--- src/rtl/alu_issue_sequencer_if.sv ---
// Request/ALU/result signal bundle between an issuing master and the ALU issue sequencer.
interface alu_issue_sequencer_if #(
  parameter int DATA_W = 64
);
  logic              in_valid;
  logic              in_ready;
  logic [10:0]       Opcode;
  logic [1:0]        ALUOp;
  logic [DATA_W-1:0] OpA;
  logic [DATA_W-1:0] OpB;
  logic [DATA_W-1:0] BusA;
  logic [DATA_W-1:0] BusB;
  logic [3:0]        ALUCtrl;
  logic [DATA_W-1:0] BusW;
  logic              Zero;
  logic              out_valid;
  logic              out_ready;
  logic [DATA_W-1:0] Result;
  logic              ResultZero;
  logic              Err;

  modport slave (
    input  in_valid, Opcode, ALUOp, OpA, OpB, BusW, Zero, out_ready,
    output in_ready, BusA, BusB, ALUCtrl, out_valid, Result, ResultZero, Err
  );

  modport master (
    output in_valid, Opcode, ALUOp, OpA, OpB, BusW, Zero, out_ready,
    input  in_ready, BusA, BusB, ALUCtrl, out_valid, Result, ResultZero, Err
  );
endinterface

--- src/rtl/alu_issue_sequencer.sv ---
// Registers operands and decoded ALU code, waits SETTLE cycles, captures BusW/Zero; legal latency SETTLE+1 edges, illegal 1.
// Result is held in DONE until out_ready; no new request is accepted outside IDLE.
module alu_issue_sequencer #(
  parameter int DATA_W = 64,
  parameter int SETTLE = 1
) (
  input  logic                  CLK,
  input  logic                  Reset_L,
  alu_issue_sequencer_if.slave  bus
);

  typedef enum logic [1:0] {
    IDLE  = 2'd0,
    ISSUE = 2'd1,
    DONE  = 2'd2
  } state_t;

  localparam logic [3:0] SETTLE_LD = 4'(SETTLE - 1);

  localparam logic [3:0] CTRL_AND  = 4'b0000;
  localparam logic [3:0] CTRL_ORR  = 4'b0001;
  localparam logic [3:0] CTRL_ADD  = 4'b0010;
  localparam logic [3:0] CTRL_SUB  = 4'b0110;
  localparam logic [3:0] CTRL_PASB = 4'b0111;

  state_t            r_state;
  logic [3:0]        r_cnt;
  logic [DATA_W-1:0] r_bus_a;
  logic [DATA_W-1:0] r_bus_b;
  logic [3:0]        r_ctrl;
  logic [DATA_W-1:0] r_result;
  logic              r_zero;
  logic              r_err;

  logic              w_legal;
  logic [3:0]        w_ctrl;

  always_comb begin
    w_legal = 1'b1;
    w_ctrl  = CTRL_AND;
    case (bus.ALUOp)
      2'b00: w_ctrl = CTRL_ADD;
      2'b01: w_ctrl = CTRL_PASB;
      2'b10: begin
        case (bus.Opcode)
          11'b10001011000: w_ctrl = CTRL_ADD;
          11'b11001011000: w_ctrl = CTRL_SUB;
          11'b10001010000: w_ctrl = CTRL_AND;
          11'b10101010000: w_ctrl = CTRL_ORR;
          default:         w_legal = 1'b0;
        endcase
      end
      default: w_legal = 1'b0;
    endcase
  end

  always_ff @(posedge CLK) begin
    if (!Reset_L) begin
      r_state  <= IDLE;
      r_cnt    <= 4'd0;
      r_bus_a  <= '0;
      r_bus_b  <= '0;
      r_ctrl   <= 4'b0000;
      r_result <= '0;
      r_zero   <= 1'b0;
      r_err    <= 1'b0;
    end else begin
      case (r_state)
        IDLE: begin
          if (bus.in_valid) begin
            if (w_legal) begin
              r_bus_a <= bus.OpA;
              r_bus_b <= bus.OpB;
              r_ctrl  <= w_ctrl;
              r_cnt   <= SETTLE_LD;
              r_state <= ISSUE;
            end else begin
              // Illegal requests leave the ALU bus untouched and report straight away.
              r_result <= '0;
              r_zero   <= 1'b0;
              r_err    <= 1'b1;
              r_state  <= DONE;
            end
          end
        end
        ISSUE: begin
          if (r_cnt == 4'd0) begin
            r_result <= bus.BusW;
            r_zero   <= bus.Zero;
            r_err    <= 1'b0;
            r_state  <= DONE;
          end else begin
            r_cnt <= r_cnt - 4'd1;
          end
        end
        DONE: begin
          if (bus.out_ready) begin
            r_state <= IDLE;
          end
        end
        default: r_state <= IDLE;
      endcase
    end
  end

  // Gated with Reset_L so nothing is offered while reset is held.
  assign bus.in_ready   = Reset_L && (r_state == IDLE);
  assign bus.out_valid  = (r_state == DONE);
  assign bus.BusA       = r_bus_a;
  assign bus.BusB       = r_bus_b;
  assign bus.ALUCtrl    = r_ctrl;
  assign bus.Result     = r_result;
  assign bus.ResultZero = r_zero;
  assign bus.Err        = r_err;

endmodule

--- src/flat_wrapper.sv ---
// flat-port wrapper written by rule: the top's interface ports become plain ports
module alu_issue_sequencer_flat 
#(
  parameter int DATA_W = 64,
  parameter int SETTLE = 1
)
  (CLK, Reset_L, bus_in_valid, bus_Opcode, bus_ALUOp, bus_OpA, bus_OpB, bus_BusW, bus_Zero, bus_out_ready, bus_in_ready, bus_BusA, bus_BusB, bus_ALUCtrl, bus_out_valid, bus_Result, bus_ResultZero, bus_Err);
  alu_issue_sequencer_if #(.DATA_W(DATA_W)) bus_i ();
  input  logic CLK;
  input  logic Reset_L;
  input wire logic [$bits(bus_i.in_valid)-1:0] bus_in_valid;
  input wire logic [$bits(bus_i.Opcode)-1:0] bus_Opcode;
  input wire logic [$bits(bus_i.ALUOp)-1:0] bus_ALUOp;
  input wire logic [$bits(bus_i.OpA)-1:0] bus_OpA;
  input wire logic [$bits(bus_i.OpB)-1:0] bus_OpB;
  input wire logic [$bits(bus_i.BusW)-1:0] bus_BusW;
  input wire logic [$bits(bus_i.Zero)-1:0] bus_Zero;
  input wire logic [$bits(bus_i.out_ready)-1:0] bus_out_ready;
  output wire logic [$bits(bus_i.in_ready)-1:0] bus_in_ready;
  output wire logic [$bits(bus_i.BusA)-1:0] bus_BusA;
  output wire logic [$bits(bus_i.BusB)-1:0] bus_BusB;
  output wire logic [$bits(bus_i.ALUCtrl)-1:0] bus_ALUCtrl;
  output wire logic [$bits(bus_i.out_valid)-1:0] bus_out_valid;
  output wire logic [$bits(bus_i.Result)-1:0] bus_Result;
  output wire logic [$bits(bus_i.ResultZero)-1:0] bus_ResultZero;
  output wire logic [$bits(bus_i.Err)-1:0] bus_Err;
  assign bus_i.in_valid = bus_in_valid;
  assign bus_i.Opcode = bus_Opcode;
  assign bus_i.ALUOp = bus_ALUOp;
  assign bus_i.OpA = bus_OpA;
  assign bus_i.OpB = bus_OpB;
  assign bus_i.BusW = bus_BusW;
  assign bus_i.Zero = bus_Zero;
  assign bus_i.out_ready = bus_out_ready;
  assign bus_in_ready = bus_i.in_ready;
  assign bus_BusA = bus_i.BusA;
  assign bus_BusB = bus_i.BusB;
  assign bus_ALUCtrl = bus_i.ALUCtrl;
  assign bus_out_valid = bus_i.out_valid;
  assign bus_Result = bus_i.Result;
  assign bus_ResultZero = bus_i.ResultZero;
  assign bus_Err = bus_i.Err;
  alu_issue_sequencer #(.DATA_W(DATA_W), .SETTLE(SETTLE)) u_core (.CLK(CLK), .Reset_L(Reset_L), .bus(bus_i));
endmodule
--- config.mk ---
export PLATFORM = sky130hd
export DESIGN_NAME = alu_issue_sequencer_flat
export DESIGN_NICKNAME = d
export VERILOG_FILES = /design/src/rtl/alu_issue_sequencer_if.sv /design/src/rtl/alu_issue_sequencer.sv /design/src/flat_wrapper.sv
export SDC_FILE = /design/constraint.sdc
export NUM_CORES = 1
export LEC_CHECK = 0
export ABC_AREA = 0
export CORE_ASPECT_RATIO = 1.1
export CORE_MARGIN = 2
export CORE_UTILIZATION = 25
export DETAILED_ROUTE_END_ITERATION = 12
export PLACE_DENSITY = 0.54
export SETUP_SLACK_MARGIN = 0.3
export SYNTH_ARGS = -nofsm -noshare
export SYNTH_HDL_FRONTEND = slang
export SYNTH_SLANG_ARGS = --single-unit
--- constraint.sdc ---
create_clock -name CLK -period 4.1 [get_ports CLK]
set_clock_uncertainty 0.15 [all_clocks]
set_input_delay 0.41 -clock CLK [delete_from_list [all_inputs] [get_ports CLK]]
set_output_delay 0.41 -clock CLK [all_outputs]
set_load 0.05 [all_outputs]
Word level (Yosys, flattened, before mapping). Cells that the tools add are included.

Add/subtract/negate cells: 1. Eq/ne operators: 14. Mux-type cells: 25. Reduce and logical (&&, ||, !) cells: 11.

Operators by type and width (number): $mux 64 (3); $pmux 64 s2 (1); $eq 11x11->1 const B (4); $mux 4 (3); $pmux 4 s3 (1); $pmux 3 s3 (1); $mux 2 (4); $ne 2x2->1 const B (4); $pmux 4 s2 (1); $reduce_and 4->1 (2); $mux 1 (7); $pmux 1 s2 (3); $pmux 2 s3 (1); $reduce_and 3->1 (2); $eq 2x1->1 const B (2); $eq 2x2->1 const B (2); $logic_not 2->1 (2); $logic_not 4->1 (1); $ne 2x1->1 const B (2); $reduce_or 4->1 (1); $sub 4x1->4 const B (1); $reduce_bool 2->1 (1); $reduce_or 2->1 (1); $logic_and 1x1->1 (1).

Flip-flop bits (word level): 204. Output and inout port bits: 200. Word-level logic and storage cells: 59.

Longest topological paths before layout. Gate-level depths: netlist of the first run.

Depth after elaboration: 7. Gate-level depth with buffers: 9. Gate-level depth less buffers: 6.

Least setup slack after synthesis of the first run. No wires, ideal clock.

Path kind: input to output. From: input port Reset_L. To: output port bus_in_ready. Arrival time: 1.994 ns. Data required time: 3.540 ns. Path slack: 1.546 ns. Stages: 4. Path buffers: 2. Cell sequence: clkbuf_1 -> inv_2 -> clkbuf_1 -> nor3_1.

Word-level cells in the longest chain between the ends: 1.

RTL lines: start, declared (line flat_wrapper.sv:10) `input logic Reset_L;`; $logic_and 1x1->1 (line alu_issue_sequencer.sv:107) `assign bus.in_ready = Reset_L && (r_state == IDLE);`; end, declared (line flat_wrapper.sv:19) `output wire logic [$bits(bus_i.in_ready)-1:0] bus_in_ready;`.

No other way between the ends.

Worst setup path in the final report of the first run.
From: register u_core.r_state[1]. To: output port bus_out_valid.

Word-level cells in the longest chain between the ends: 1.

RTL lines: start, declared (line alu_issue_sequencer.sv:26) `state_t r_state;`; start signal, assigned (line alu_issue_sequencer.sv:59) `r_state <= IDLE;`; start signal, assigned (line alu_issue_sequencer.sv:76) `r_state <= ISSUE;`; start signal, assigned (line alu_issue_sequencer.sv:82) `r_state <= DONE;`; $eq 2x2->1 (line alu_issue_sequencer.sv:108) `assign bus.out_valid = (r_state == DONE);`; end, declared (line flat_wrapper.sv:23) `output wire logic [$bits(bus_i.out_valid)-1:0] bus_out_valid;`.

No other way between the ends.

==> qor.yml, run 1 <==
route:
  drt_iter0_markers: 535
  wirelength_mm: 29.6
  ant_nets: 0
  drc: 0
  wl_per_cell_um: 17.2
  dr.pass1.iters: 4
  vias: 8107
  vias_per_cell: 4.70
synth:
  yosys.area.top_type_share: 0.509
  syn_area_um2: 7990
  synth_cell_types: 45
  synth_ff_type: "dfxtp_1"
  yosysWarnings: 0
  netlist_instances: 940
  syn_avg_cell_area_um2: 8.50
  synth-seq-area-share: 0.509
  syn-num-nets: 1152
  synthTopCellsByArea: "dfxtp_1 (51%), a21oi_1 (8.3%), mux2i_1 (8.1%)"
  synth.largest_area_cell: "dfxtp_1"
  async_flop_share: 0
  synth-edff-count: 0
  synth_seq_cells: 203
timing:
  fin_crit_sh: 0.654
  final-hold-violation-count: 0
  setup-tns-final_ns: 0
  finalSetupViolCount: 0
  report.final.slew_viol_count: 0
  fmaxAchievable_ghz: 0.373
  rsz0062_at_grt: "no"
  tightestPinTransition_ns: 0.874
  whs_ns: 0.290
  slew-limit-headroom: 0.417
  min_period_ns: 2.68
final_layout:
  post-route-util: 0.417
  final_net_count: 1503
  layout_common_cells: "clkdlybuf4s50_1 (407), dfxtp_1 (203), nand2_1 (134)"
  fin_area_um2: 13100
  area_growth_syn_to_layout_pct: 63.8
  final_common_cell: "clkdlybuf4s50_1"
  drive_above_1_share: 0.0452
  num_antenna_cells: 0
place:
  dp_hpwl_mm: 19.3
  placed_cell_area_um2: 12400
  gp_congestion: 0.762
  portBuffers: 408
floorplanning:
  rows: 68
  die_y_um: 191
  ioPinCount: 410
  coreArea_um2: 31400
  die_w_um: 174
  start_util: 0.254
  dieArea_um2: 33400
setup_path:
  cp-start-kind: "register"
  r2r_start: "u_core.r_cnt[0]"
  worstPathCellList: "nor2b_1 -> clkdlybuf4s50_1"
  crit_required_ns: 3.54
  slowest_stage: "clkdlybuf4s50_1"
  arrival_ns: 2.12
  crit_type: "register to output pin"
  crit_start: "u_core.r_state[1]"
  worst-path-max-fanout: 7
  critPathCaptureType: "output pin"
  cpPeakStageDelay_ns: 0.87
clocking:
  cts_tree: "done"
  cts_max_path_buffers: 3
  htreeDepth: 1
  cts_sinks: 203
  cts_buffers: 24
  cts_hold_buf: 0
  post_cts_buffers: 0
  post_cts_resized: 0
  cts_root_buffer: "clkbuf_16"
  clkTransAtPathRegs_ns: 0.06
  clock_latency_ns: 0.51
grt:
  grt_pass1_vias: 7828
  grt_use_total: 0.167
  overflow: 0
  grt_max_degree: 131
  grt_pass1_wl_mm: 45.1
  antenna_found_initial: 1
hold_path:
  min_from: "bus_BusW[1]"
  hold_class: "input port to register"
power:
  leakagePower_nw: 4.67
  ir_worst_vdd_v: 0.000233
  p_per_area_nw_per_um2: 395
  finalPower_mw: 5.16
run:
  drv_cap: 0
outcome:
  outcome: "finished, final reports clean"
[area by class of cell]
cell class | instances | area [um2]
Fill cell | 3151 | 18300
Timing Repair Buffer | 421 | 4250
Sequential cell | 203 | 4060
Multi-Input combinational cell | 637 | 3500
Clock buffer | 35 | 703
Tap cell | 420 | 526
Clock inverter | 4 | 22.5
Inverter | 4 | 17.5
[cell families after synthesis]
kind of cell | count (synthesis) | synth area share
AO/OA/AOI/OAI | 278 | 0.182
adder cells (fa/ha/maj) | 2 | 0.00313
buffers and inverters | 100 | 0.0581
flip-flops | 203 | 0.509
multiplexers | 66 | 0.0829
other | 1 | 0.000470
AND/OR/NAND/NOR | 290 | 0.165
[synth_stat cells, types with 2 or more instances]
cell type  instances
nor3_1             2
dfxtp_1          203
o21ai_1           36
o21ai_0           95
inv_1              3
a211oi_1           2
nand3_1          129
nand2_1          135
mux2i_1           65
buf_2              7
clkbuf_1          70
a21oi_1          133
buf_4             13
nor2_1             7
nand2b_1           2
nor2b_1            5
buf_6              4
ha_1               2
[metal layers]
metal	global-route usage	vias up	routed length, um
met5	0	-	13
met4	0.0398	2	535
met3	0.0640	40	3170
met2	0.276	325	13400
met1	0.204	3774	12500
li1	-	3966	-
[path summary, 6_finish.rpt]
path | end | slack (ns) | cells after the start
worst min register to register | u_core.bus.Result[26] | 0.31 | 2
worst max register to register | u_core.bus.Result[8] | 1.49 | 7
worst max-delay path | bus_out_valid | 1.42 | 2
worst min-delay path | u_core.bus.Result[1] | 0.29 | 3
[registers in the layout (all words and copies together) (netlist names)]
register               count
u_core.bus.ALUCtrl         3
u_core.bus.BusA           64
u_core.r_cnt               4
u_core.bus.Err             1
u_core.r_state             2
u_core.bus.ResultZero      1
u_core.bus.BusB           64
u_core.bus.Result         64
[per-stage QoR]
step / std cells / setup slack, ns
global placement: 1685 / 1.06
global route: 1724 / 1.27
CTS: 1724 / 1.39
detailed placement: 1685 / 1.02
finish: 1724 / 1.42
floorplan: 940 / 1.55
[where the power goes]
group          internal [mW]  switching [mW]  leakage [nW]
clock network           1.17           0.829         0.356
registers               2.05          0.0414          1.65
logic                  0.427           0.637          2.66
total                   3.66            1.51          4.67
[critical path, delay by kind of cell, from the launching register on]
kind | cells | cell delay, ns
buffers and inverters | 1 | 0.87
flip-flops | 1 | 0.49
AND/OR/NAND/NOR | 1 | 0.25
(Power assumes the default switching activity.)
==> run 2, diff against run 1 <==
Settings changed: PLACE_DENSITY 0.54 to 0.56.
Clock period 4.1 ns to 2.25 ns, I/O delays scaled along.
==> qor.yml, run 2 (synthesis gave the netlist of run 1 again) <==
route:
  vias_per_cell: 4.76  # +1.3%
  wirelength_mm: 33.8  # +14%
  drt_iter0_markers: 469  # -12%
  wl_per_cell_um: 18.8  # +9.6%
  drc: 0  # unchanged
  vias: 8543  # +5.4%
  dr.pass1.iters: 4  # unchanged
  ant_nets: 0  # unchanged
setup_path:
  crit_required_ns: 2.48  # -1.06 ns
  worst-path-max-fanout: 8  # +1
  r2r_start: "u_core.r_cnt[1]"
  reg2reg_slack_ns: 0.34  # -1.15 ns
  worstPathCellList: "dlygate4sd2_1 -> or4_4 -> o41a_4 -> buf_12 -> clkbuf_16 -> o21ai_2 -> a21oi_1"
  crit_start: "bus_ALUOp[0]"
  arrival_ns: 2.17  # +0.05 ns
  critical_path.top_delay_family: "compound AO/OA/AOI/OAI gates"
  critPathCaptureType: "register"
  cp-start-kind: "input port"
  slowest_stage: "or4_4"
  cpPeakStageDelay_ns: 0.53  # -0.34 ns
  path_buf_inv: 3  # +2
  crit_type: "input port to register"
power:
  combPwrFrac: 0.219  # +0.013
  finalPower_mw: 10.1  # +95%
  sequentialPowerShare: 0.379  # -0.027
  p_per_area_nw_per_um2: 705  # +79%
  switching_power_mw: 2.92  # +94%
  pwr-share-clk: 0.402  # +0.014
  swShare: 0.289  # -0.00241
  ir_worst_vdd_v: 0.000413  # +77%
  leakagePower_nw: 6.28  # +34%
  intPower_mw: 7.16  # +96%
final_layout:
  area_growth_syn_to_layout_pct: 79.0
  layout_common_cells: "dfxtp_1 (200), dlygate4sd2_1 (198), clkdlybuf4s50_1 (197)"
  drive_above_1_share: 0.129  # +0.0837
  multi_input_area_um2: 3720  # +6.4%
  fillers: 3067  # -2.7%
  final_common_cell: "dfxtp_1"
  seq_area_um2: 4070  # about the same
  final_net_count: 1568  # +4.3%
floorplanning:
  rows: 68  # unchanged
  die_y_um: 191  # unchanged
  ioPinCount: 410  # unchanged
  start_util: 0.254  # unchanged
  dieArea_um2: 33400  # unchanged
  die_w_um: 174  # unchanged
  coreArea_um2: 31400  # unchanged
place:
  portBuffers: 408  # unchanged
  gp_congestion: 0.830  # +8.8%
  dp_hpwl_mm: 21.2  # +10%
  place_ws_ns: -0.523  # -1.55 ns
grt:
  overflow: 0  # unchanged
  grt_pass1_wl_mm: 50.0  # +11%
  grt_max_degree: 73  # -44%
  grt_use_total: 0.190  # +0.0233
  antenna_found_initial: 1  # unchanged
  grt_pass1_vias: 8406  # +7.4%
outcome:
  outcome: "finished, final reports clean"
run:
  drv_cap: 0  # unchanged
clocking:
  htreeDepth: 1  # unchanged
  cts_buffers: 24  # unchanged
  cts_sinks: 203  # unchanged
  cts_root_buffer: "clkbuf_16"
  clock_latency_ns: 0.52  # about the same
  clkTransAtPathRegs_ns: 0.06  # about the same
  cts_tree: "done"
  cts_max_path_buffers: 3  # unchanged
  cts_hold_buf: 0  # unchanged
timing:
  min_period_ns: 1.93
  tightestPinTransition_ns: 0.747  # -0.127 ns
  report.final.slew_viol_count: 0  # unchanged
  setup_slack_ns: 0.316  # -1.10 ns
  final-hold-violation-count: 0  # unchanged
  rsz0062_at_grt: "yes"
  slew-limit-headroom: 0.502  # +0.0847
  finalSetupViolCount: 0  # unchanged
  fin_crit_sh: 0.859
  fmaxAchievable_ghz: 0.517
hold_path:
  hold_class: "input port to register"
  min_from: "bus_BusW[27]"
run 2: final cells by class:
cell class | instances | area share
sequential | 203 | 0.285
clock inverter | 7 | 0.00770
antenna | 1 | 0.000175
clock buffer | 36 | 0.0495
tap | 420 | 0.0368
timing repair buffer | 485 | 0.360
multi-input combinational | 638 | 0.260
inverter | 4 | 0.00123
run 2: path summary, 6_finish.rpt:
path	endpoint	cells past startpoint
max	u_core.bus.BusA[52]	7
min	u_core.bus.Result[27]	3
max reg2reg	u_core.bus.Err	7
min reg2reg	u_core.bus.Result[63]	2
run 2: worst reg2reg max path, delay by kind of cell, from the launching register on:
family	cells	cell delay, ns
DFF	1	0.32
AOI/OAI and AO/OA	3	0.75
adders and majority gates	1	0.14
buffers and inverters	2	0.25
and+or+nand+nor	1	0.21
run 2: power groups by stage:
stage / Clock (mW) / Combinational, mW / Sequential, mW
after global routing: 4.30 / 2.33 / 3.84
after floorplan: 0 / 0.641 / 4.39
after CTS: 4.17 / 2.18 / 3.81
after global placement: 0 / 2.08 / 3.89
final: 4.05 / 2.21 / 3.82
after detailed placement: 0 / 2.08 / 3.90
run 2: timing repair:
item | CTS | global route
gates resized for setup | 239 | 56
buffers inserted | 15 | 4
gates cloned | 16 | 5
pin swaps | 9 | 7
endpoints found under the setup margin | 369 | 161
run 2: metal layers:
metal	global-route usage	vias to the layer above	routed length, um
met3	0.0730	40	3640
met1	0.227	4019	13700
met2	0.325	349	15900
met5	0	-	0
met4	0.0401	0	560
li1	-	4135	-
run 2: stage by stage:
stage	utilization	instance area, um2	setup TNS (ns)	hold WS, ns	instances
final	0.455	14300	0	0.0950	1794
after global routing	0.455	14300	0	0.0902	1794
after CTS	0.446	14000	0	0.0681	1784
after detailed placement	0.405	12700	-75.24	0.301	1710
after global placement	0.405	12700	-78.21	0.293	1710
after floorplan	-	8120	0	0.214	940
